File: config.mk
export PLATFORM = sky130hd
export DESIGN_NAME = fetch_buffer
export DESIGN_NICKNAME = d
export VERILOG_FILES = /design/src/rtl/fetch_buffer.sv
export SDC_FILE = /design/constraint.sdc
export NUM_CORES = 1
export LEC_CHECK = 0
export ABC_CLOCK_PERIOD_IN_PS = 4059
export CAP_MARGIN = 20
export CORE_MARGIN = 2
export CORE_UTILIZATION = 55
export CTS_CLUSTER_SIZE = 8
export DETAILED_ROUTE_END_ITERATION = 8
export DONT_BUFFER_PORTS = 1
export GPL_TIMING_DRIVEN = 0
export PLACE_DENSITY = 0.7
export SYNTH_ARGS = -nofsm -noshare
export SYNTH_HDL_FRONTEND = slang
export SYNTH_SLANG_ARGS = --single-unit
export TNS_END_PERCENT = 5
File: constraint.sdc
create_clock -name clock -period 4.06 [get_ports clock]
set_clock_uncertainty 0.15 [all_clocks]
set_input_delay 0.812 -clock clock [delete_from_list [all_inputs] [get_ports clock]]
set_output_delay 0.812 -clock clock [all_outputs]
set_load 0.02 [all_outputs]
File: src/rtl/fetch_buffer.sv
// Instruction-fetch front end: owns the fetch PC, issues in-order word requests
// to instruction memory and buffers returned words in a FIFO toward decode.
module fetch_buffer #(
  parameter int          DEPTH    = 4,
  parameter logic [31:0] RESET_PC = 32'h0000_0000
) (
  input  logic        clock,
  input  logic        reset,
  output logic        imem_valid,
  input  logic        imem_ready,
  output logic [31:0] imem_addr,
  input  logic        imem_rvalid,
  input  logic [31:0] imem_rdata,
  input  logic        redirect,
  input  logic [31:0] redirect_pc,
  output logic        instr_valid,
  output logic [31:0] instr,
  output logic [31:0] instr_pc,
  input  logic        instr_ready
);

  localparam int          PW      = $clog2(DEPTH);
  localparam int          CW      = PW + 1;
  localparam logic [CW:0] DEPTH_W = (CW + 1)'(DEPTH);
  localparam logic [31:0] NOP     = 32'h0000_0013;

  logic [31:0]   fetch_pc_reg, fetch_pc_next;
  logic [31:0]   rsp_pc_reg, rsp_pc_next;
  logic [31:0]   last_pc_reg, last_pc_next;
  logic [CW-1:0] count_reg, count_next;
  logic [CW-1:0] outstanding_reg, outstanding_next;
  logic [CW-1:0] discard_reg, discard_next;
  logic [PW-1:0] rd_ptr_reg, rd_ptr_next;
  logic [PW-1:0] wr_ptr_reg, wr_ptr_next;

  logic [31:0] pc_mem   [DEPTH];
  logic [31:0] word_mem [DEPTH];

  logic [CW:0]  credit_used;
  logic         accept;
  logic         rsp;
  logic         drop;
  logic         push;
  logic         pop;
  logic [31:0]  redirect_base;

  // Credit covers both buffered words and in-flight requests (stale ones
  // included), so a returning word always finds a free FIFO slot.
  assign credit_used   = {1'b0, outstanding_reg} + {1'b0, count_reg};
  assign imem_valid    = (credit_used < DEPTH_W);
  assign imem_addr     = fetch_pc_reg;

  assign accept        = imem_valid & imem_ready;
  assign rsp           = imem_rvalid & (outstanding_reg != '0);
  assign drop          = rsp & (redirect | (discard_reg != '0));
  assign push          = rsp & ~drop;
  assign pop           = instr_valid & instr_ready & ~redirect;
  assign redirect_base = redirect_pc & 32'hFFFF_FFFC;

  assign instr_valid   = (count_reg != '0);
  assign instr         = instr_valid ? word_mem[rd_ptr_reg] : NOP;
  assign instr_pc      = instr_valid ? pc_mem[rd_ptr_reg] : last_pc_reg;

  always_comb begin
    fetch_pc_next    = fetch_pc_reg;
    rsp_pc_next      = rsp_pc_reg;
    last_pc_next     = last_pc_reg;
    count_next       = count_reg;
    outstanding_next = outstanding_reg + CW'(accept) - CW'(rsp);
    discard_next     = discard_reg;
    rd_ptr_next      = rd_ptr_reg;
    wr_ptr_next      = wr_ptr_reg;

    if (redirect) begin
      // Everything still in flight, including this cycle's accept, is stale.
      fetch_pc_next = redirect_base;
      rsp_pc_next   = redirect_base;
      count_next    = '0;
      discard_next  = outstanding_next;
      rd_ptr_next   = '0;
      wr_ptr_next   = '0;
    end else begin
      if (accept) begin
        fetch_pc_next = fetch_pc_reg + 32'd4;
      end
      if (drop) begin
        discard_next = discard_reg - CW'(1);
      end
      if (push) begin
        rsp_pc_next = rsp_pc_reg + 32'd4;
        wr_ptr_next = wr_ptr_reg + PW'(1);
      end
      if (pop) begin
        last_pc_next = pc_mem[rd_ptr_reg];
        rd_ptr_next  = rd_ptr_reg + PW'(1);
      end
      count_next = count_reg + CW'(push) - CW'(pop);
    end
  end

  always_ff @(posedge clock) begin
    if (reset) begin
      fetch_pc_reg    <= RESET_PC;
      rsp_pc_reg      <= RESET_PC;
      last_pc_reg     <= '0;
      count_reg       <= '0;
      outstanding_reg <= '0;
      discard_reg     <= '0;
      rd_ptr_reg      <= '0;
      wr_ptr_reg      <= '0;
    end else begin
      fetch_pc_reg    <= fetch_pc_next;
      rsp_pc_reg      <= rsp_pc_next;
      last_pc_reg     <= last_pc_next;
      count_reg       <= count_next;
      outstanding_reg <= outstanding_next;
      discard_reg     <= discard_next;
      rd_ptr_reg      <= rd_ptr_next;
      wr_ptr_reg      <= wr_ptr_next;
    end
  end

  // Storage needs no reset; count gates every read.
  always_ff @(posedge clock) begin
    if (push) begin
      pc_mem[wr_ptr_reg]   <= rsp_pc_reg;
      word_mem[wr_ptr_reg] <= imem_rdata;
    end
  end

endmodule

==> flow_metrics.tcl, run 1 <==
set metrics [dict create \
    core_mm2 0.0261 \
    netlist_area_mm2 0.0147 \
    largest_reg_flops 128 \
    synth.distinct_cells 56 \
    drt.antenna.violating_nets 0 \
    drt_wl_total_um 31400 \
    nets 1228 \
    reg2reg_to "count_reg[2]" \
    slowest_delay_ns 0.53 \
    leakage_nw 5.61 \
    die_y_um 167 \
    grt_use_total_pct 22.9 \
    yosysTopAreaCellShare_pct 50.7 \
    hold_path.startpoint "imem_rdata[1]" \
    gp_congestion 0.889 \
    grt_start_max_net_pins 52 \
    dr.first_iter.drc_count 677 \
    reg2reg_slack_ns 0.32 \
    dr_total_vias 8713 \
    drtPass1Iterations 7 \
    final_cells 1514 \
    finalCriticalPeriod_ns 3.74 \
    place_area_mm2 0.0153 \
    maxSlewHeadroom_pct 41.7 \
    synth_common_cells "edfxtp_1 (248), nand2_1 (180), dfxtp_1 (105)" \
    port_buffers 0 \
    h-tree-depth 2 \
    rr_startpoint "count_reg[1]" \
    clock_path_buffers 3 \
    drive_gt1_share_pct 13.1 \
    cts_tree "built" \
    holdPathEnd "word_mem[2][1]" \
    p_per_area_mw_per_mm2 524 \
    grt_first_pass_wirelength_um 49900 \
    synth-main-ff-cell "edfxtp_1" \
    cts_resized 1 \
    post-cts-setup-buffers 0 \
    worst_slew_pin_slew_ns 0.868 \
    row_count 59 \
    end_kind "register" \
    yosysWarnings 0 \
    cts_inserted_buffers 50 \
    rsz0062_at_grt "false" \
    async_reset_ff_share_pct 0 \
    ir_drop_mv 0.328 \
    syn_avg_cell_area_um2 13.6 \
    synth_cells 1082 \
    ys_ff_latch 353 \
    wl_per_cell_um 20.7 \
    finalHoldViolations 0 \
    min_path_cells 0 \
    layout-area-overhead-vs-synth_pct 13.7 \
    worstHoldPathType "in2reg" \
    clkTransAtPathRegs_ns 0.05 \
    setup_ws_ns 0.321 \
    reg.largest.list "word_mem (128), pc_mem (120)" \
    io_pins 168 \
    grt_overflow_total 0 \
    cts_hold_buf 0 \
    top_register "word_mem" \
    dieArea_mm2 0.0281 \
    synth_most_common_cell "edfxtp_1" \
    max_freq_ghz 0.267 \
    ys_top_cells_by_area "edfxtp_1 (51%), dfxtp_1 (14%), mux4_2 (9.5%)" \
    root_buffer "clkbuf_16" \
    antenna_found_initial 0 \
    clk-insertion-delay-late_ns 0.54 \
    viasPerCell 5.75 \
    status "complete, but fails checks" \
    rr_worst_depth 12 \
    synth-edff-count 248 \
    min_period_over_period_pct 92.1 \
    crit_chain "nor3_2 > clkinv_1 > nand3_1 > inv_2 > clkbuf_1 > ha_1 > inv_1 > ha_1 > fa_1 > xnor2_1 > xnor2_1 > nor2_1" \
    initial_utilization_pct 56.3 \
    crit_slowest_cell "nor3_2" \
    dp_slack_ns -0.103 \
    drc 17 \
    worstPathArrival_ns 4.01 \
    clkSinkCount 353 \
    cp.required_ns 4.33 \
    path_max_fanout 10 \
    die_x_um 167 \
    critical_path_class "reg2reg" \
    finalMaxSlewViolations 0 \
    final_area_mm2 0.0167 \
    diodes 0 \
    critical_path.top_delay_family "adder cells" \
    setup_viol 0 \
    start_kind "register" \
    grt_pass1_vias 8868 \
    placedCellCount 1425 \
    worst-path-buf-inv 4 \
    maxCapViolations 0 \
    yosysTopAreaCell "edfxtp_1" \
    dp_hpwl_um 20800 \
    violations "DRC" \
    ys_seq_area_share_pct 65.0 \
]
placed cells by master (no fill, tap or decap), drive strengths merged, types with 3 or more instances in the layout:
cell type,count
clkbuf,128
and4,7
xnor2,31
nor4,9
o22ai,3
nand2,180
and2,37
o31a,5
xor2,25
a21boi,45
a31oi,4
or3,6
inv,46
or2,4
a311oi,4
ha,14
o21ai,5
edfxtp,248
dfxtp,105
nor3,19
nor2,25
buf,20
mux4,62
o21a,4
nand3,23
conb,4
and3,13
nand4,19
a21oi,60
power by group:
part	switching, mW	internal [mW]
registers	0.160	4.05
clock network	1.44	2.33
logic	0.487	0.283
total	2.09	6.66
worst max-delay path by stage:
stage / start / endpoint / cells after the start
after detailed placement: count_reg[1] / count_reg[2] / 12
final: count_reg[1] / count_reg[2] / 12
after global routing: count_reg[1] / count_reg[2] / 12
after floorplan: redirect / pc_mem[0][10] / 4
after CTS: count_reg[1] / count_reg[2] / 12
after global placement: redirect / word_mem[0][13] / 4
layout make-up:
type                       count  area, µm²
fill                        1919       9420
timing repair buffer           5        115
buffer                        57        274
multi-input combinational    630       4740
clock buffer                  86       1410
tap                          335        419
inverter                      45        169
clock inverter                 3       37.5
sequential                   353       9550
cells by family (layout without fill, tap and decap cells):
kind of cell               Yosys count  after routing  synth area share (%)
DFF                                353            353                  65.0
buffers and inverters              102            196                  3.01
AOI/OAI and AO/OA                  136            136                  5.88
adders and majority gates           16             16                  1.46
other                                1              4                0.0255
and+or+nand+nor                    353            353                  11.6
xor gates and xnor gates            56             56                  3.34
muxes                               65             65                  9.71
stage by stage:
stage	hold slack [ns]	TNS, ns	util, %	power (mW)
after floorplan	0.284	0	-	4.81
after detailed placement	0.298	-0.103	58.4	5.04
after CTS	0.189	0	64.0	8.82
after global routing	0.186	0	64.0	9.08
after global placement	0.292	-229.03	57.9	5.02
final	0.210	0	64.0	8.75
routing by layer:
layer / track usage, % / part of all wire, % / vias up
li1: - / - / 4089
met1: 30.8 / 42 / 4250
met2: 37.2 / 47 / 325
met3: 5.67 / 8.2 / 49
met4: 7.64 / 2.3 / 0
met5: 0 / 0 / -
No activity file was read; power rests on OpenSTA's default activity.
==> inputs of run 2 (changes only) <==
--- a/config.mk
+++ b/config.mk
@@ -8,12 +8,11 @@
 export ABC_CLOCK_PERIOD_IN_PS = 4059
 export CAP_MARGIN = 20
 export CORE_MARGIN = 2
-export CORE_UTILIZATION = 55
+export CORE_UTILIZATION = 44
 export CTS_CLUSTER_SIZE = 8
 export DETAILED_ROUTE_END_ITERATION = 8
 export DONT_BUFFER_PORTS = 1
 export GPL_TIMING_DRIVEN = 0
-export PLACE_DENSITY = 0.7
 export SYNTH_ARGS = -nofsm -noshare
 export SYNTH_HDL_FRONTEND = slang
 export SYNTH_SLANG_ARGS = --single-unit
==> run 2 against run 1 <==
Worst setup slack better by 0.075 ns. Non-clock buffer count unchanged. Register-to-register slack improved by 0.09 ns. Wire length up 3.1%. Die area is 24% higher. Sequential share of layout area is 0.46 points lower. First-iteration DRC count up 7.1%. Flip-flop and latch count unchanged. Critical path type is now reg2out. Cell area rose by 0.82%. The run now ends clean.
==> flow_metrics.tcl, run 2 (synthesis results as in run 1) <==
set metrics [dict create \
    cts_resized 0 \
    seqCellArea_mm2 0.00955 \
    fillCellCount 2863 \
    nets 1228 \
    drc 0 \
    maxCapViolations 0 \
    dr_total_vias 8698 \
    core_mm2 0.0327 \
    dp_hpwl_um 21800 \
    h-tree-depth 2 \
    status "complete, no violations" \
    finalMaxSlewViolations 0 \
    worstPathArrival_ns 2.70 \
    clkTransAtPathRegs_ns 0.05 \
    port_buffers 0 \
    drt_wl_total_um 32400 \
    gp_congestion 0.826 \
    post-cts-setup-buffers 0 \
    drtPass1Iterations 5 \
    reg.largest.list "word_mem (128), pc_mem (120)" \
    rsz0062_at_grt "false" \
    die_x_um 187 \
    totalPowerFinal_mw 8.78 \
    dr.first_iter.drc_count 725 \
    finalHoldViolations 0 \
    diodes 0 \
    ir_drop_mv 0.271 \
    placedCellCount 1532 \
    worstHoldPathType "in2reg" \
    min_period_over_period_pct 90.2 \
    largest_reg_flops 128 \
    wl_met1_um 13900 \
    max_freq_ghz 0.273 \
    dr_wl_met3_um 2380 \
    p_per_area_mw_per_mm2 521 \
    io_pins 168 \
    grt_pass1_vias 8950 \
    path_max_fanout 10 \
    layout-area-overhead-vs-synth_pct 14.6 \
    leakage_nw 5.61 \
    grt_use_total_pct 18.7 \
    multi_input_area_mm2 0.00474 \
    cts_inserted_buffers 50 \
    end_kind "output pin" \
    critical_path_class "reg2out" \
    worst_slew_pin_slew_ns 1.03 \
    cp.required_ns 3.10 \
    final_common_cell "edfxtp_1" \
    dieArea_mm2 0.0349 \
    viasPerCell 5.36 \
    row_count 66 \
    final_cells 1622 \
    drive_gt1_share_pct 13.1 \
    drt.antenna.violating_nets 0 \
    top_register "word_mem" \
    wl_per_cell_um 20.0 \
    clock_path_buffers 3 \
    grt_overflow_total 0 \
    grt_start_max_net_pins 49 \
    antenna_found_initial 0 \
    clk-insertion-delay-late_ns 0.55 \
    die_y_um 187 \
    mostFrequentLayoutCells "edfxtp_1 (248), nand2_1 (180), dfxtp_1 (105)" \
    start_kind "register" \
    postLayoutCoreUtil_pct 51.5 \
    route.top_layer_used "met4" \
    clkSinkCount 353 \
    met2WireLength_um 15500 \
    cts_tree "built" \
    cts_hold_buf 0 \
    maxSlewHeadroom_pct 31.1 \
    initial_utilization_pct 45.0 \
    root_buffer "clkbuf_16" \
    finalCriticalPeriod_ns 3.66 \
    setup_viol 0 \
    grt_first_pass_wirelength_um 51200 \
]
## run 2: layout make-up
| cell class | instances | share of cell area, % |
|---|---|---|
| plain buffers | 57 | 1.63 |
| clock buffers | 86 | 8.23 |
| clock inverters | 4 | 0.379 |
| inverters | 45 | 1.00 |
| multi-input cells | 630 | 28.1 |
| flip-flops and latches | 353 | 56.7 |
| well taps | 442 | 3.28 |
| repair buffers | 5 | 0.698 |
## run 2: routing by layer
metal / vias up / global-route usage (%)
met1: 4309 / 24.7
met5: - / 0
met2: 249 / 30.8
li1: 4092 / -
met3: 48 / 4.83
met4: 0 / 4.79
## run 2: report_power, final
part | internal (mW) | switching (mW)
Combinational | 0.285 | 0.488
Sequential | 4.05 | 0.157
Clock | 2.36 | 1.45
## run 2: final timing paths
kind	startpoint	cells after the start	slack (ns)	end
min	imem_rdata[6]	0	0.21	word_mem[2][6]
min reg2reg	last_pc_reg[24]	2	0.30	last_pc_reg[24]
max	count_reg[1]	6	0.40	instr_pc[22]
max reg2reg	count_reg[1]	13	0.41	count_reg[2]
## run 2: stage by stage
step / setup WS [ns] / hold slack, ns / cell area (µm²) / setup TNS, ns
after detailed placement: 0.274 / 0.297 / 15400 / 0
after global routing: 0.0603 / 0.185 / 16900 / 0
after CTS: 0.258 / 0.180 / 16900 / 0
after global placement: -1.21 / 0.292 / 15300 / -284.02
after floorplan: 0.585 / 0.284 / 14700 / 0
final: 0.396 / 0.209 / 16900 / 0
## run 2: worst max-delay path, cell delays in order, from the launching register on
cell	delay, ns
dfxtp_1	0.35
nor3_1	0.59
buf_4	0.26
clkinv_1	0.22
clkbuf_1	0.40
nand2_1	0.15
nand2_1	0.20
